--- src/rtl/epl_read_arb_ctrl_if.sv ---
// rtl/epl_read_arb_ctrl_if.sv - requester, response and array-side bundle for epl_read_arb_ctrl
//
// Purpose: groups every non-clock/reset signal of the EPLFFRAM02 read-path
// controller. The _i/_o suffixes are seen from the controller.
//
// Signals:
//   pReqA_i/pAddrA_i/pRdyA_o        requester A (host) read request channel
//   pReqB_i/pAddrB_i/pRdyB_o        requester B (scrubber) read request channel
//   pRspVldA_o/pRspRdyA_i           response handshake to A
//   pRspVldB_o/pRspRdyB_i           response handshake to B
//   pRspData_o/pRspCorr_o/pRspTo_o  shared response payload and status
//   pRow_o/pRowEn_o/pAcy2_o         row address, row enable, one-hot column phase
//   pRead01_o                       read strobe to the read mux
//   pDo_i/pRead1_i                  registered 7-bit word and its valid from the read mux
//
// Modports: slave = the controller, master = the environment driving it.

interface epl_read_arb_ctrl_if #(
    parameter int ROW_AW = 4
);
    logic              pReqA_i;
    logic [ROW_AW:0]   pAddrA_i;
    logic              pRdyA_o;
    logic              pReqB_i;
    logic [ROW_AW:0]   pAddrB_i;
    logic              pRdyB_o;

    logic              pRspVldA_o;
    logic              pRspRdyA_i;
    logic              pRspVldB_o;
    logic              pRspRdyB_i;
    logic [3:0]        pRspData_o;
    logic              pRspCorr_o;
    logic              pRspTo_o;

    logic [ROW_AW-1:0] pRow_o;
    logic              pRowEn_o;
    logic [1:0]        pAcy2_o;
    logic              pRead01_o;
    logic [6:0]        pDo_i;
    logic              pRead1_i;

    modport slave (
        input  pReqA_i, pAddrA_i, pReqB_i, pAddrB_i,
        input  pRspRdyA_i, pRspRdyB_i,
        input  pDo_i, pRead1_i,
        output pRdyA_o, pRdyB_o,
        output pRspVldA_o, pRspVldB_o, pRspData_o, pRspCorr_o, pRspTo_o,
        output pRow_o, pRowEn_o, pAcy2_o, pRead01_o
    );

    modport master (
        output pReqA_i, pAddrA_i, pReqB_i, pAddrB_i,
        output pRspRdyA_i, pRspRdyB_i,
        output pDo_i, pRead1_i,
        input  pRdyA_o, pRdyB_o,
        input  pRspVldA_o, pRspVldB_o, pRspData_o, pRspCorr_o, pRspTo_o,
        input  pRow_o, pRowEn_o, pAcy2_o, pRead01_o
    );
endinterface

--- src/rtl/epl_read_arb_ctrl.sv ---
// rtl/epl_read_arb_ctrl.sv - two-requester read arbiter and sequencer for the EPLFFRAM02 Hamming(7,4) array
//
// Purpose: accepts word reads from requester A (host) and B (scrubber) with
// round-robin arbitration, drives row select / column phase / read strobe to
// the array, captures the 7-bit word from the read mux, corrects a single-bit
// error and returns 4-bit data with status to the granted requester. One
// transaction is outstanding at a time.
//
// Ports:
//   pClk_i   clock
//   nRst_i   synchronous reset, active-low
//   bus      epl_read_arb_ctrl_if.slave (request, response and array-side signals)
//
// Parameters:
//   ROW_AW     row address width; word address is {row, column phase}
//   ARRAY_LAT  cycles from row enable to valid column data (1..3)
//   TO_CYC     cycles allowed in WAIT for the mux valid before timeout (2..15)

module epl_read_arb_ctrl #(
    parameter int ROW_AW    = 4,
    parameter int ARRAY_LAT = 1,
    parameter int TO_CYC    = 4
) (
    input  logic                  pClk_i,
    input  logic                  nRst_i,
    epl_read_arb_ctrl_if.slave    bus
);

    typedef enum logic [2:0] {
        ST_IDLE,
        ST_ROW,
        ST_STROBE,
        ST_WAIT,
        ST_RESP
    } stateT;

    localparam logic [1:0] LAT_LOAD = 2'(ARRAY_LAT - 1);
    localparam logic [3:0] TO_LAST  = 4'(TO_CYC - 1);

    stateT             state;
    logic              lastB;      // 1 = B was granted most recently
    logic              ownerB;     // owner of the transaction in flight
    logic [1:0]        latCnt;
    logic [3:0]        toCnt;

    logic [ROW_AW-1:0] rowQ;
    logic              rowEnQ;
    logic [1:0]        acy2Q;
    logic              read01Q;
    logic              rspVldAQ;
    logic              rspVldBQ;
    logic [3:0]        rspDataQ;
    logic              rspCorrQ;
    logic              rspToQ;

    // ------------------------------------------------------------------
    // Arbitration: a lone requester wins; on a tie the one not granted
    // last wins. winB is derived from winA so both can never be high.
    // ------------------------------------------------------------------
    logic            winA;
    logic            winB;
    logic            rdyA;
    logic            rdyB;
    logic [ROW_AW:0] selAddr;

    always_comb begin
        winA    = bus.pReqA_i && (!bus.pReqB_i || lastB);
        winB    = bus.pReqB_i && !winA;
        rdyA    = (state == ST_IDLE) && winA;
        rdyB    = (state == ST_IDLE) && winB;
        selAddr = winB ? bus.pAddrB_i : bus.pAddrA_i;
    end

    assign bus.pRdyA_o = rdyA;
    assign bus.pRdyB_o = rdyB;

    // ------------------------------------------------------------------
    // Hamming(7,4) single-error correction. Codeword position cN sits on
    // pDo_i[N-1]; the syndrome value is the 1-based position in error.
    // ------------------------------------------------------------------
    logic [6:0] cw;
    logic [6:0] fixedCw;
    logic [2:0] syn;
    logic [3:0] decData;
    logic       decCorr;

    always_comb begin
        cw      = bus.pDo_i;
        syn[0]  = cw[0] ^ cw[2] ^ cw[4] ^ cw[6];
        syn[1]  = cw[1] ^ cw[2] ^ cw[5] ^ cw[6];
        syn[2]  = cw[3] ^ cw[4] ^ cw[5] ^ cw[6];
        fixedCw = cw;
        decCorr = 1'b0;
        if (syn != 3'd0) begin
            fixedCw[syn - 3'd1] = ~cw[syn - 3'd1];
            decCorr             = 1'b1;
        end
        decData = {fixedCw[6], fixedCw[5], fixedCw[4], fixedCw[2]};
    end

    // Response handshake comes only from the owner; the other ready is ignored.
    logic ownerRspRdy;
    assign ownerRspRdy = ownerB ? bus.pRspRdyB_i : bus.pRspRdyA_i;

    // ------------------------------------------------------------------
    // Sequencer with registered outputs.
    // ------------------------------------------------------------------
    always_ff @(posedge pClk_i) begin
        if (!nRst_i) begin
            state    <= ST_IDLE;
            lastB    <= 1'b1;      // A wins the first tie after reset
            ownerB   <= 1'b0;
            latCnt   <= 2'd0;
            toCnt    <= 4'd0;
            rowQ     <= '0;
            rowEnQ   <= 1'b0;
            acy2Q    <= 2'b00;
            read01Q  <= 1'b0;
            rspVldAQ <= 1'b0;
            rspVldBQ <= 1'b0;
            rspDataQ <= 4'd0;
            rspCorrQ <= 1'b0;
            rspToQ   <= 1'b0;
        end else begin
            case (state)
                ST_IDLE: begin
                    if (rdyA || rdyB) begin
                        ownerB <= rdyB;
                        lastB  <= rdyB;
                        // The row/phase outputs double as the address latch.
                        rowQ   <= selAddr[ROW_AW:1];
                        acy2Q  <= selAddr[0] ? 2'b10 : 2'b01;
                        rowEnQ <= 1'b1;
                        latCnt <= LAT_LOAD;
                        state  <= ST_ROW;
                    end
                end

                ST_ROW: begin
                    if (latCnt == 2'd0) begin
                        read01Q <= 1'b1;
                        state   <= ST_STROBE;
                    end else begin
                        latCnt <= latCnt - 2'd1;
                    end
                end

                ST_STROBE: begin
                    read01Q <= 1'b0;
                    toCnt   <= 4'd0;
                    state   <= ST_WAIT;
                end

                ST_WAIT: begin
                    if (bus.pRead1_i || (toCnt == TO_LAST)) begin
                        // A valid word in the last allowed cycle still wins
                        // over the timeout.
                        rspDataQ <= bus.pRead1_i ? decData : 4'd0;
                        rspCorrQ <= bus.pRead1_i ? decCorr : 1'b0;
                        rspToQ   <= !bus.pRead1_i;
                        rowEnQ   <= 1'b0;
                        acy2Q    <= 2'b00;
                        rspVldAQ <= !ownerB;
                        rspVldBQ <= ownerB;
                        state    <= ST_RESP;
                    end else begin
                        toCnt <= toCnt + 4'd1;
                    end
                end

                ST_RESP: begin
                    if (ownerRspRdy) begin
                        rspVldAQ <= 1'b0;
                        rspVldBQ <= 1'b0;
                        rspDataQ <= 4'd0;
                        rspCorrQ <= 1'b0;
                        rspToQ   <= 1'b0;
                        state    <= ST_IDLE;
                    end
                end

                default: begin
                    state <= ST_IDLE;
                end
            endcase
        end
    end

    assign bus.pRow_o      = rowQ;
    assign bus.pRowEn_o    = rowEnQ;
    assign bus.pAcy2_o     = acy2Q;
    assign bus.pRead01_o   = read01Q;
    assign bus.pRspVldA_o  = rspVldAQ;
    assign bus.pRspVldB_o  = rspVldBQ;
    assign bus.pRspData_o  = rspDataQ;
    assign bus.pRspCorr_o  = rspCorrQ;
    assign bus.pRspTo_o    = rspToQ;

endmodule

--- src/flat_wrapper.sv ---
// flat-port wrapper written by rule: the top's interface ports become plain ports
module epl_read_arb_ctrl_flat 
#(
    parameter int ROW_AW    = 4,
    parameter int ARRAY_LAT = 1,
    parameter int TO_CYC    = 4
)
  (pClk_i, nRst_i, bus_pReqA_i, bus_pAddrA_i, bus_pReqB_i, bus_pAddrB_i, bus_pRspRdyA_i, bus_pRspRdyB_i, bus_pDo_i, bus_pRead1_i, bus_pRdyA_o, bus_pRdyB_o, bus_pRspVldA_o, bus_pRspVldB_o, bus_pRspData_o, bus_pRspCorr_o, bus_pRspTo_o, bus_pRow_o, bus_pRowEn_o, bus_pAcy2_o, bus_pRead01_o);
  epl_read_arb_ctrl_if #(.ROW_AW(ROW_AW)) bus_i ();
  input  logic pClk_i;
  input  logic nRst_i;
  input wire logic [$bits(bus_i.pReqA_i)-1:0] bus_pReqA_i;
  input wire logic [$bits(bus_i.pAddrA_i)-1:0] bus_pAddrA_i;
  input wire logic [$bits(bus_i.pReqB_i)-1:0] bus_pReqB_i;
  input wire logic [$bits(bus_i.pAddrB_i)-1:0] bus_pAddrB_i;
  input wire logic [$bits(bus_i.pRspRdyA_i)-1:0] bus_pRspRdyA_i;
  input wire logic [$bits(bus_i.pRspRdyB_i)-1:0] bus_pRspRdyB_i;
  input wire logic [$bits(bus_i.pDo_i)-1:0] bus_pDo_i;
  input wire logic [$bits(bus_i.pRead1_i)-1:0] bus_pRead1_i;
  output wire logic [$bits(bus_i.pRdyA_o)-1:0] bus_pRdyA_o;
  output wire logic [$bits(bus_i.pRdyB_o)-1:0] bus_pRdyB_o;
  output wire logic [$bits(bus_i.pRspVldA_o)-1:0] bus_pRspVldA_o;
  output wire logic [$bits(bus_i.pRspVldB_o)-1:0] bus_pRspVldB_o;
  output wire logic [$bits(bus_i.pRspData_o)-1:0] bus_pRspData_o;
  output wire logic [$bits(bus_i.pRspCorr_o)-1:0] bus_pRspCorr_o;
  output wire logic [$bits(bus_i.pRspTo_o)-1:0] bus_pRspTo_o;
  output wire logic [$bits(bus_i.pRow_o)-1:0] bus_pRow_o;
  output wire logic [$bits(bus_i.pRowEn_o)-1:0] bus_pRowEn_o;
  output wire logic [$bits(bus_i.pAcy2_o)-1:0] bus_pAcy2_o;
  output wire logic [$bits(bus_i.pRead01_o)-1:0] bus_pRead01_o;
  assign bus_i.pReqA_i = bus_pReqA_i;
  assign bus_i.pAddrA_i = bus_pAddrA_i;
  assign bus_i.pReqB_i = bus_pReqB_i;
  assign bus_i.pAddrB_i = bus_pAddrB_i;
  assign bus_i.pRspRdyA_i = bus_pRspRdyA_i;
  assign bus_i.pRspRdyB_i = bus_pRspRdyB_i;
  assign bus_i.pDo_i = bus_pDo_i;
  assign bus_i.pRead1_i = bus_pRead1_i;
  assign bus_pRdyA_o = bus_i.pRdyA_o;
  assign bus_pRdyB_o = bus_i.pRdyB_o;
  assign bus_pRspVldA_o = bus_i.pRspVldA_o;
  assign bus_pRspVldB_o = bus_i.pRspVldB_o;
  assign bus_pRspData_o = bus_i.pRspData_o;
  assign bus_pRspCorr_o = bus_i.pRspCorr_o;
  assign bus_pRspTo_o = bus_i.pRspTo_o;
  assign bus_pRow_o = bus_i.pRow_o;
  assign bus_pRowEn_o = bus_i.pRowEn_o;
  assign bus_pAcy2_o = bus_i.pAcy2_o;
  assign bus_pRead01_o = bus_i.pRead01_o;
  epl_read_arb_ctrl #(.ROW_AW(ROW_AW), .ARRAY_LAT(ARRAY_LAT), .TO_CYC(TO_CYC)) u_core (.pClk_i(pClk_i), .nRst_i(nRst_i), .bus(bus_i));
endmodule
--- config.mk ---
export PLATFORM = sky130hd
export DESIGN_NAME = epl_read_arb_ctrl_flat
export DESIGN_NICKNAME = d
export VERILOG_FILES = /design/src/rtl/epl_read_arb_ctrl_if.sv /design/src/rtl/epl_read_arb_ctrl.sv /design/src/flat_wrapper.sv
export SDC_FILE = /design/constraint.sdc
export NUM_CORES = 1
export LEC_CHECK = 0
export ABC_AREA = 0
export CELL_PAD_IN_SITES_DETAIL_PLACEMENT = 1
export CELL_PAD_IN_SITES_GLOBAL_PLACEMENT = 2
export CORE_ASPECT_RATIO = 1.25
export CORE_MARGIN = 2
export CORE_UTILIZATION = 40
export CTS_CLUSTER_DIAMETER = 80
export DETAILED_ROUTE_END_ITERATION = 8
export DONT_BUFFER_PORTS = 1
export PLACE_DENSITY_LB_ADDON = 0.3
export SYNTH_ARGS = -nofsm -noshare
export SYNTH_HDL_FRONTEND = slang
export SYNTH_SLANG_ARGS = --single-unit
--- constraint.sdc ---
create_clock -name pClk_i -period 5.95 [get_ports pClk_i]
set_input_delay 1.19 -clock pClk_i [delete_from_list [all_inputs] [get_ports pClk_i]]
set_output_delay 1.19 -clock pClk_i [all_outputs]
set_load 0.005 [all_outputs]
# Word level (Yosys, flattened, before mapping)
# Cells that the tools add are included.
# word_totals
output_inout_bits	18
reg_bits	27
word_cells	109
# op_classes
n_bitwise	10
eq_ne	11
n_addsub	3
mux	42
n_lt_le_gt_ge	2
n_reduce_logical	27
# op_table
operator	n
4-bit two-way mux	4
4-bit case mux with 2 select lines	2
3-bit case mux with 5 select lines	1
1-bit two-way mux	13
3-bit two-way mux	4
1-bit case mux with 2 select lines	6
2-bit two-way mux	5
2-bit nonzero test	5
3-bit AND reduction	3
1-bit XOR	9
2-bit case mux with 2 select lines	2
7-bit bitwise mux	1
7-bit two-way mux	1
3-bit by 2-bit equality test with 1-bit output (second input constant)	2
2-bit by 1-bit inequality test with 1-bit output (second input constant)	3
2-bit inequality test (second input constant)	3
2-bit AND reduction	3
1-bit logical AND	5
5-bit two-way mux	1
4-bit by 1-bit adder with 4-bit output (second input constant)	1
4-bit by 2-bit equality test with 1-bit output (second input constant)	1
1-bit zero test	4
3-bit by 4-bit < comparator with 1-bit output (second input constant)	1
4-bit AND reduction	1
other kinds (12)	14

# Depth between registers and ports, before layout
# Gate-level depths: netlist of the first run.
# depth
word_depth	13
ltp_mapped	8
depth_no_buf	8

# Worst setup path after synthesis of the first run
# OpenSTA, ideal clock, no wires.
# synth_timing
kind	input port to flip-flop
start	in bus_pDo_i[2]
end	reg u_core.rspDataQ[1], in the netlist u_core.bus.pRspData_o[1]
arrival_ps	2877
path_slack_ps	2942
path_stages	8
cell_sequence	xor2_1 -> xnor2_1 -> ha_1 -> ha_1 -> ha_1 -> nor4b_1 -> xnor2_1 -> o32ai_1
# synth_via
elab_chain_cells	13
elab_cells_between_ends	21
classes_between	1 x add/sub; 2 x order compare; 9 x mux; 7 x bitwise; 2 x reduce/logical
# synth_rtl
element	line	source
start, declared	flat_wrapper.sv:18	input wire logic [$bits(bus_i.pDo_i)-1:0] bus_pDo_i;
1-bit XOR (on tied branches) (3 in a row)	epl_read_arb_ctrl.sv:89, epl_read_arb_ctrl.sv:90	
3-bit by 1-bit subtractor with 3-bit output	epl_read_arb_ctrl.sv:95	fixedCw[syn - 3'd1] = ~cw[syn - 3'd1];
3-bit by 4-bit < comparator with 1-bit output (not written as such) or 3-bit by 1-bit greater-or-equal comparator with 1-bit output (tied branches)	epl_read_arb_ctrl.sv:95	
1-bit logical AND (not written as such)	epl_read_arb_ctrl.sv:95	
1-bit two-way mux (not written as such)	epl_read_arb_ctrl.sv:95	
1-bit demux with 3-bit select	n/a	
7-bit bitwise mux	epl_read_arb_ctrl.sv:95	
7-bit two-way mux (*)	epl_read_arb_ctrl.sv:94	if (syn != 3'd0) begin
4-bit two-way mux (*)	epl_read_arb_ctrl.sv:158	rspDataQ <= bus.pRead1_i ? decData : 4'd0;
4-bit two-way mux (*)	epl_read_arb_ctrl.sv:155	if (bus.pRead1_i || (toCnt == TO_LAST)) begin
4-bit case mux with 2 select lines (*)	epl_read_arb_ctrl.sv:125	case (state)
end signal, assigned	epl_read_arb_ctrl.sv:158	
end, declared	epl_read_arb_ctrl.sv:52	logic [3:0] rspDataQ;
# Mark *: on every way between the ends. The rest lies on a longest branch, timed or not. The select of a mux whose other input is x is not followed.
# A chain may end at the register's enable or synchronous reset.

# Worst setup path in the final report of the first run
# layout_timing
start	in bus_pReqA_i
end	out bus_pRdyA_o
# layout_via
elab_chain_cells	2
# layout_rtl
element	line	source
start, declared	flat_wrapper.sv:12	input wire logic [$bits(bus_i.pReqA_i)-1:0] bus_pReqA_i;
1-bit logical AND	epl_read_arb_ctrl.sv:67	winA = bus.pReqA_i && (!bus.pReqB_i || lastB);
1-bit logical AND	epl_read_arb_ctrl.sv:69	rdyA = (state == ST_IDLE) && winA;
end, declared	flat_wrapper.sv:20	output wire logic [$bits(bus_i.pRdyA_o)-1:0] bus_pRdyA_o;
# Every way passes these cells.

==> results of run 1 <==
cell type report:
| type | instances | area [sq um] | share of cell area (%) |
|---|---|---|---|
| Multi-Input combinational cell | 119 | 902 | 57.4 |
| Tap cell | 40 | 50.0 | 3.18 |
| Clock inverter | 1 | 5.00 | 0.318 |
| Sequential cell | 27 | 541 | 34.4 |
| Clock buffer | 3 | 41.3 | 2.63 |
| Timing Repair Buffer | 1 | 7.51 | 0.477 |
| Inverter | 7 | 26.3 | 1.67 |
cells in the final DEF, fill, tap and decap left out, types with 2 or more instances in the layout:
cell type  count
a211oi_1       6
a21oi_1        9
a31oi_1        4
and3b_1        3
clkbuf_8       3
dfxtp_1       27
ha_1           5
inv_1          7
mux2i_1        6
nand2_1       11
nand3_1        4
nor2_1         3
nor2b_1        3
nor3_1         5
nor4_1         3
nor4b_1        2
o211ai_1       3
o21a_1         2
o21ai_0        3
o22ai_1        2
o32ai_1        6
xnor2_1        9
power by group:
group / internal, mW / total, mW / leakage (nW) / switching (mW)
registers: 0.193 / 0.210 / 0.220 / 0.0166
clock network: 0.0471 / 0.107 / 0.0255 / 0.0595
logic: 0.0441 / 0.0913 / 0.318 / 0.0471
flip-flops by register name, summed over array words and instances, names as in the netlist, 2 cells and up:
name and count:
u_core.bus.pAcy2_o 2, u_core.bus.pRow_o 4, u_core.bus.pRspData_o 4, u_core.latCnt 2, u_core.state 3, u_core.toCnt 4
worst reg2reg max path, stage by stage (launching register included):
cell	delay, ps
dfxtp_1	650
or4bb_1	610
a31oi_1	200
nor3_1	60
cell families after synthesis:
group / count (synthesis)
XOR/XNOR: 10
buffers and inverters: 18
AND/OR/NAND/NOR: 52
AO/OA/AOI/OAI: 45
adder cells (fa/ha/maj): 5
multiplexers: 7
flip-flops: 27
layer usage:
metal / GRT usage (%) / vias up / part of all wire (%)
met5: 0 / - / 0
met4: 7.32 / 0 / 1.5
met3: 4.93 / 5 / 5.4
met2: 34.8 / 32 / 54
met1: 18.8 / 615 / 39
li1: - / 604 / -
metrics by stage:
step                      power, mW  util, %  hold slack (ps)
final                         0.408     42.3              499
after floorplan               0.291        -              448
after detailed placement      0.306     41.0              490
after global placement        0.299     41.0              476
after CTS                     0.412     42.3              501
after global routing          0.432     42.3              531
worst paths after layout:
path | slack [ps] | cells after the start | from | endpoint
worst min-delay path | 500 | 2 | u_core.bus.pRspVldB_o$_SDFFE_PN0P_ | u_core.bus.pRspVldB_o$_SDFFE_PN0P_
worst max register to register | 4310 | 3 | u_core.state[0]$_SDFFE_PN0P_ | u_core.state[1]$_SDFFE_PN0P_
worst max-delay path | 2880 | 2 | bus_pReqA_i | bus_pRdyA_o
worst min register to register | 500 | 2 | u_core.bus.pRspVldB_o$_SDFFE_PN0P_ | u_core.bus.pRspVldB_o$_SDFFE_PN0P_
==> metrics.md, run 1 <==
| Metric | Value |
|---|---|
| Largest net degree at the start of global routing | `24` |
| Most numerous cell in the Yosys netlist | `dfxtp_1` |
| Buffer depth of the longest clock path | `2` |
| Synth cell types | `55` |
| Finished Layout Cells | `198` |
| Pre-CTS WS | `2700 ps` |
| Initial DRC count | `31` |
| Min Tclk post-route | `around 3100 ps` |
| Area Overhead vs Synth | `2.45%` |
| Hold Buf Count CTS | `0` |
| Synth area leader | `dfxtp_1` |
| Wirelength per Cell | `approximately 19 um` |
| Initial antenna violation count | `0` |
| Initial Util | `41.2%` |
| Share of layout cells above drive strength 1 | `9.49%` |
| Post-CTS Setup Repair Bufs | `0` |
| Outcome | `completed` |
| FP Rows | `25` |
| Peak supply drop | `0.123 mV` |
| H-tree lvl count | `1` |
| Die height | `73.3 um` |
| DRT Pass-1 Iters | `4` |
| Via-to-Cell Ratio | `6.34` |
| Critical-path maximum fanout | `4` |
| Synth Area in Compound Gates | `21.2%` |
| HPWL after DPL | `2.86 mm` |
| Area contributors post-synth | `dfxtp_1 (35%), xnor2_1 (5.1%), ha_1 (4.1%)` |
| TritonCTS clock tree | `yes` |
| Mux share of post-synthesis cell area | `roughly 4.6%` |
| Final hold violations | `0` |
| Crit path kind | `in -> out` |
| Num CTS Buffers | `3` |
| CORE AREA | `roughly 0.0037 sq mm` |
| Mean Syn Cell Area | `between 9 and 10 sq um` |
| Leak pwr | `roughly 0.56 nW` |
| Critical Path Max Stage Delay | `490 ps` |
| Synth Register Bits | `27` |
| # IOs | `42` |
| Vias in the first global route | `1323` |
| Unrepaired setup endpoints after global routing | `no` |
| Post-synth top area share | `35.2%` |
| Max cap viols | `0` |
| Pwr/cell area | `259 mW/mm^2` |
| CP Cell Sequence | `or4b_1 -> a21oi_1` |
| Synth Area in XOR/XNOR | `around 5.7%` |
| Critical Path Source Type | `primary input` |
| Worst skew pair latency | `approximately 280 ps` |
| Routed via count | `1256` |
| GP Congestion | `0.691` |
| Sum of negative setup slack | `0 ps` |
| IO Port Bufs | `0` |
| CTS root buf | `clkbuf_8` |
| Cts repair resizes | `0` |
| Critical path arrival | `1880 ps` |
| Slowest cell on the critical path | `or4b_1` |
| Grt total ovfl | `0` |
| CP Capture Type | `output pin` |
| Synth Area in Simple Gates | `23.1%` |
| First-pass GRT wire length | `6.06 mm` |
| Final Max Tran Viols | `0` |
| Final setup fails | `0` |
| Worst-margin pin slew | `511 ps` |
| Mapped Area | `around 0.0015 sq mm` |
| Die width | `about 59 um` |
| Post-synth EDFFs | `0` |
| Sequential area share after synthesis | `a little over a third` |
| Max Fclk | `0.326 GHz` |
| Synth top cells by count | `dfxtp_1 (27), nand2_1 (11), a21oi_1 (9), xnor2_1 (9), inv_1 (7)` |
| WP data required | `~4800 ps` |
| Adder-cell share of the synthesized area | `~4.1%` |
| Area after DPL | `0.00153 sq mm` |
| Post-synth ARST share | `0%` |
| Top_reg_cell synth | `dfxtp_1` |
| Fillers | `430` |
| Largest family of logic cells by synthesized area | `simple AND/OR/NAND/NOR gates` |
| Final WS setup | `2880 ps` |
| Crit-path leading delay family | `simple AND/OR/NAND/NOR gates` |
| Hold WC Path Type | `reg -> reg` |
| # DRC | `0` |
| Clock Skew | `4.86 ps` |
| Clock Pin Slew Worst Setup and Hold Paths | `around 90 ps` |
| Antenna cell count | `0` |
| Fin nets | `~190` |
| Fin crit share | `51.5%` |
| Relative slew margins | `65.9%` |
| Dpl cells | `194` |
| Synth Warn # | `0` |
| Die area | `0.00435 sq mm` |
| DRT Wirelength | `between 3 and 4 mm` |
| GRT Total Usage | `18.5%` |
| Clock Sinks | `27` |
| Buffers and inverters on the worst path | `0` |
| Final instance area | `between 0.0015 and 0.002 sq mm` |
| Post-Syn Nets | `193` |
| Antenna-violating nets left | `0` |
| Synthesized instance count | `around 160` |
Note: power is estimated with default switching activity, not from simulation.
==> run 2, diff against run 1 <==
Settings changed: CORE_UTILIZATION 40 to 37.
Clock period 5.95 ns to 3 ns, I/O delays scaled along.
==> metrics.md, run 2 (synthesis gave the netlist of run 1 again) <==
| Metric | Value |
|---|---|
| Pwr/cell area | `505 mW/mm^2` |
| Hold Buf Count CTS | `0` |
| Grt total ovfl | `0` |
| Final hold violations | `0` |
| Wirelength per Cell | `17.4 um` |
| GRT Total Usage | `roughly 17%` |
| Cts repair resizes | `0` |
| Clock Skew | `7.47 ps` |
| Post-CTS Setup Repair Bufs | `0` |
| IO Port Bufs | `0` |
| Buffer depth of the longest clock path | `2` |
| Die area | `0.00468 sq mm` |
| Most frequent cells in the layout | `dfxtp_1 (27), nand2_1 (11), xnor2_1 (9), a21oi_1 (9), inv_1 (7)` |
| Clock power frac | `between 20% and 30%` |
| CTS root buf | `clkbuf_8` |
| CP Cell Sequence | `xor2_1 -> xnor2_1 -> ha_1 -> ha_1 -> ha_1 -> nor4_1 -> mux2i_1 -> o22ai_1` |
| Finished Layout Cells | `214` |
| Unrepaired setup endpoints after global routing | `no` |
| Share of layout cells above drive strength 1 | `9.49%` |
| P_sw | `240 uW` |
| Most used cell along the critical path | `ha_1` |
| Sum of negative setup slack | `0 ps` |
| DRT Wirelength | `3.73 mm` |
| Critical Path Source Type | `primary input` |
| Die height | `around 76 um` |
| Fin crit share | `76.9%` |
| Final Max Tran Viols | `0` |
| Worst skew pair latency | `270 ps` |
| TritonCTS clock tree | `yes` |
| Clock Pin Slew Worst Setup and Hold Paths | `100 ps` |
| HPWL after DPL | `2.89 mm` |
| # DRC | `0` |
| Area Overhead vs Synth | `3.91%` |
| WHS Path Cells | `1` |
| Largest net degree at the start of global routing | `24` |
| Initial DRC count | `48` |
| Outcome | `completed` |
| Clock Sinks | `27` |
| Num CTS Buffers | `3` |
| Area after DPL | `0.00155 sq mm` |
| Sequential power share | `~52%` |
| CP Capture Type | `flop` |
| Commonest non-fill, non-tap cell in the layout | `dfxtp_1` |
| Antenna cell count | `0` |
| Die width | `61.6 um` |
| Via-to-Cell Ratio | `5.76` |
| WP data required | `3160 ps` |
| FF-to-FF path depth | `3` |
| H-tree lvl count | `1` |
| Initial Util | `38.1%` |
| Hold Crit Start | `nRst_i` |
| Min Tclk post-route | `2310 ps` |
| Slowest cell on the critical path | `ha_1` |
| Hold endpoint | `u_core.lastB$_SDFFE_PN1P_` |
| First-pass GRT wire length | `6.15 mm` |
| Reg2reg start | `u_core.state[0]$_SDFFE_PN0P_` |
| FP Rows | `26` |
| Initial antenna violation count | `0` |
| Hold WC Path Type | `in -> reg` |
| Critical Path Max Stage Delay | `340 ps` |
| Leak pwr | `0.560 nW` |
| Relative slew margins | `66.1%` |
| R2R Path End | `u_core.state[1]$_SDFFE_PN0P_` |
| Dpl cells | `210` |
| GP Congestion | `0.686` |
| DRT Pass-1 Iters | `4` |
| Routed via count | `1232` |
| Critical-path maximum fanout | `5` |
| Peak supply drop | `0.157 mV` |
| Fin nets | `188` |
| CORE AREA | `0.00403 sq mm` |
| # IOs | `42` |
| Logic pwr share | `22.1%` |
| Cell Int Power | `565 uW` |
| Antenna-violating nets left | `0` |
| R2R setup slack | `1370 ps` |
| Switching Share | `just under 30%` |
| Final instance area | `0.00160 sq mm` |
| Vias in the first global route | `1400` |
| Final setup fails | `0` |
| Max Fclk | `between 0.4 and 0.5 GHz` |
| Critical path arrival | `2470 ps` |
| Max cap viols | `0` |
| Crit path kind | `in -> reg` |
| Worst-margin pin slew | `509 ps` |
run 2: per-layer routing:
| layer | GRT usage [%] | part of all wire [%] |
|---|---|---|
| met5 | 0 | 0 |
| met4 | 5.96 | 1.4 |
| met3 | 3.40 | 6.3 |
| met2 | 30.9 | 54 |
| met1 | 17.4 | 38 |
run 2: final cells by class:
type | instances | area, sq um
Sequential cell | 27 | 541
Inverter | 7 | 26.3
Clock buffer | 3 | 41.3
Timing Repair Buffer | 1 | 7.51
Fill cell | 500 | 2440
Clock inverter | 1 | 7.51
Tap cell | 56 | 70.1
Multi-Input combinational cell | 119 | 902
run 2: how the worst max path moves through the flow:
stage	startpoint	endpoint	slack (ps)	cells past startpoint
floorplan	bus_pDo_i[2]	u_core.bus.pRspData_o[1]$_SDFFE_PN0P_	580	8
global placement	bus_pDo_i[2]	u_core.bus.pRspData_o[1]$_SDFFE_PN0P_	520	8
detailed placement	bus_pDo_i[2]	u_core.bus.pRspData_o[1]$_SDFFE_PN0P_	370	8
CTS	bus_pDo_i[2]	u_core.bus.pRspData_o[1]$_SDFFE_PN0P_	670	8
global route	bus_pDo_i[2]	u_core.bus.pRspData_o[1]$_SDFFE_PN0P_	550	8
finish	bus_pDo_i[2]	u_core.bus.pRspData_o[3]$_SDFFE_PN0P_	690	8
run 2: per-stage QoR:
| step | total power [mW] | hold WS (ps) | setup WS [ps] | utilization [%] |
|---|---|---|---|---|
| 3_5_place_dp | 0.606 | 487 | 368 | 38.3 |
| 4_1_cts | 0.819 | 402 | 668 | 39.5 |
| 2_1_floorplan | 0.577 | 448 | 582 | - |
| 6_report | 0.805 | 406 | 693 | 39.5 |
| 5_1_grt | 0.855 | 414 | 548 | 39.5 |
| 3_3_place_gp | 0.593 | 478 | 518 | 38.3 |
run 2: worst max-delay path, delay by kind of cell:
kind,cells,cell delay (ps)
AO/OA/AOI/OAI,1,90
XOR/XNOR,2,330
AND/OR/NAND/NOR,1,330
multiplexers,1,230
adder cells (fa/ha/maj),3,870
run 2: power by group through the flow:
stage	Sequential (mW)	Combinational, mW	Clock, mW
floorplan	0.407	0.170	0
global placement	0.424	0.169	0
detailed placement	0.425	0.181	0
CTS	0.417	0.182	0.220
global route	0.422	0.199	0.234
finish	0.416	0.178	0.211
==> run 3, diff against run 2 <==
Settings changed: CORE_UTILIZATION 37 to 33.
Clock period 3 ns to 1.9 ns, I/O delays scaled along.
==> metrics.md, run 3 (synthesis gave the netlist of run 1 again) <==
| Metric | Value |
|---|---|
| Max Fclk | `0.536 GHz` |
| Reg2reg start | `u_core.toCnt[0]$_SDFFE_PN0P_` |
| DRT Pass-1 Iters | `4` |
| Met2 usage | `29.9%` |
| DRT Wirelength | `3.86 mm` |
| H-tree lvl count | `1` |
| Met1 Use GR | `16.3%` |
| Num CTS Buffers | `3` |
| Die area | `0.00522 sq mm` |
| Area Overhead vs Synth | `12.8%` |
| Max cap viols | `0` |
| Share of layout cells above drive strength 1 | `19.0%` |
| Clock Sinks | `27` |
| Pre-CTS WS | `-267 ps` |
| Outcome | `completed` |
| Commonest non-fill, non-tap cell in the layout | `dfxtp_1` |
| Initial DRC count | `32` |
| Peak supply drop | `0.339 mV` |
| Initial antenna violation count | `0` |
| Critical path arrival | `2020 ps` |
| FF-to-FF path depth | `4` |
| Relative slew margins | `68.5%` |
| Worst skew pair latency | `approximately 270 ps` |
| Clock Pin Slew Worst Setup and Hold Paths | `90 ps` |
| Worst-margin pin slew | `459 ps` |
| # DRC | `0` |
| Die height | `80.3 um` |
| Final Max Tran Viols | `0` |
| Cts repair resizes | `1` |
| Hold Crit Start | `nRst_i` |
| CORE AREA | `between 0.004 and 0.005 sq mm` |
| Initial Util | `34.7%` |
| GP Congestion | `0.763` |
| Area after DPL | `0.00165 sq mm` |
| Pwr/cell area | `807 mW/mm^2` |
| Post-CTS Setup Repair Bufs | `0` |
| Fillers | `507` |
| Final instance area | `0.00173 sq mm` |
| Final WS setup | `34.2 ps` |
| TritonCTS clock tree | `yes` |
| Grt total ovfl | `0` |
| Routed via count | `1262` |
| HPWL after DPL | `2.95 mm` |
| CP Capture Type | `flop` |
| CTS root buf | `clkbuf_8` |
| Die width | `65.0 um` |
| Vias in the first global route | `1336` |
| Crit path kind | `in -> reg` |
| Antenna-violating nets left | `0` |
| Fin crit share | `98.2%` |
| R2R setup slack | `300 ps` |
| First-pass GRT wire length | `6.36 mm` |
| Clock Skew | `slightly above 5 ps` |
| Hold slack | `about 190 ps` |
| M3 GR Usage | `4.06%` |
| Hold endpoint | `u_core.lastB$_SDFFE_PN1P_` |
| Fin nets | `193` |
| WHS Path Cells | `1` |
| Final setup fails | `0` |
| R2R Path End | `u_core.bus.pRspData_o[2]$_SDFFE_PN0P_` |
| Critical-path maximum fanout | `4` |
| Wirelength per Cell | `17.5 um` |
| Most frequent cells in the layout | `dfxtp_1 (26), nand2_1 (11), xnor2_1 (8), a21oi_1 (8), inv_1 (7)` |
| # IOs | `42` |
| FP Rows | `27` |
| Buffer depth of the longest clock path | `2` |
| IO Port Bufs | `0` |
| GRT Total Usage | `15.8%` |
| WP data required | `2060 ps` |
| Antenna cell count | `0` |
| GR peak layer | `met2` |
| Leak pwr | `around 0.61 nW` |
| Hold Buf Count CTS | `0` |
| Min Tclk post-route | `1870 ps` |
| Final hold violations | `0` |
| Hold WC Path Type | `in -> reg` |
| Critical Path Source Type | `primary input` |
| Design Power | `1.40 mW` |
| Via-to-Cell Ratio | `5.71` |
| Largest net degree at the start of global routing | `24` |
| Sum of negative setup slack | `0 ps` |
## run 3: cell types whose count changed in the layout (fill, tap and decap cells not counted), sizes merged
cell | previous run | this run
buf | 1 | 6
clkinv | 0 | 1
clkinvlp | 1 | 0
## run 3: worst max path at each step
stage	start	end	slack, ps
2_1_floorplan	bus_pDo_i[2]	u_core.bus.pRspData_o[2]$_SDFFE_PN0P_	-180
3_3_place_gp	bus_pDo_i[2]	u_core.bus.pRspData_o[2]$_SDFFE_PN0P_	-190
3_5_place_dp	bus_pDo_i[2]	u_core.bus.pRspData_o[2]$_SDFFE_PN0P_	-270
4_1_cts	bus_pDo_i[2]	u_core.bus.pRspData_o[2]$_SDFFE_PN0P_	30
5_1_grt	bus_pDo_i[2]	u_core.bus.pRspData_o[1]$_SDFFE_PN0P_	-30
6_report	bus_pDo_i[2]	u_core.bus.pRspData_o[1]$_SDFFE_PN0P_	30
## run 3: critical path, stage by stage
cell	delay, ps
xor2_2	190
xnor2_2	130
ha_2	300
ha_4	170
ha_4	270
nor4b_2	310
xnor2_1	170
o32ai_1	110
## run 3: per-layer routing
layer	vias to the layer above	wire length, um
li1	612	-
met1	620	1520
met2	28	2040
met3	2	261
met4	0	41
met5	-	0
## run 3: power breakdown
part	internal, mW	switching, mW
logic	0.222	0.198
registers	0.606	0.0461
clock network	0.147	0.178
## run 3: final cells by class
cell class	count	area, sq um	share of cell area [%]
inverter	7	26.3	1.52
tap	58	72.6	4.19
clock inverter	1	5.00	0.289
sequential	27	542	31.3
timing repair buffer	6	45.0	2.60
multi-input combinational	119	1000	57.7
clock buffer	3	41.3	2.38
## run 3: stage by stage
step,util [%],std cells
final,39.1,221
after global routing,39.1,221
after CTS,38.3,221
after detailed placement,37.2,217
after global placement,37.2,217
after floorplan,-,164
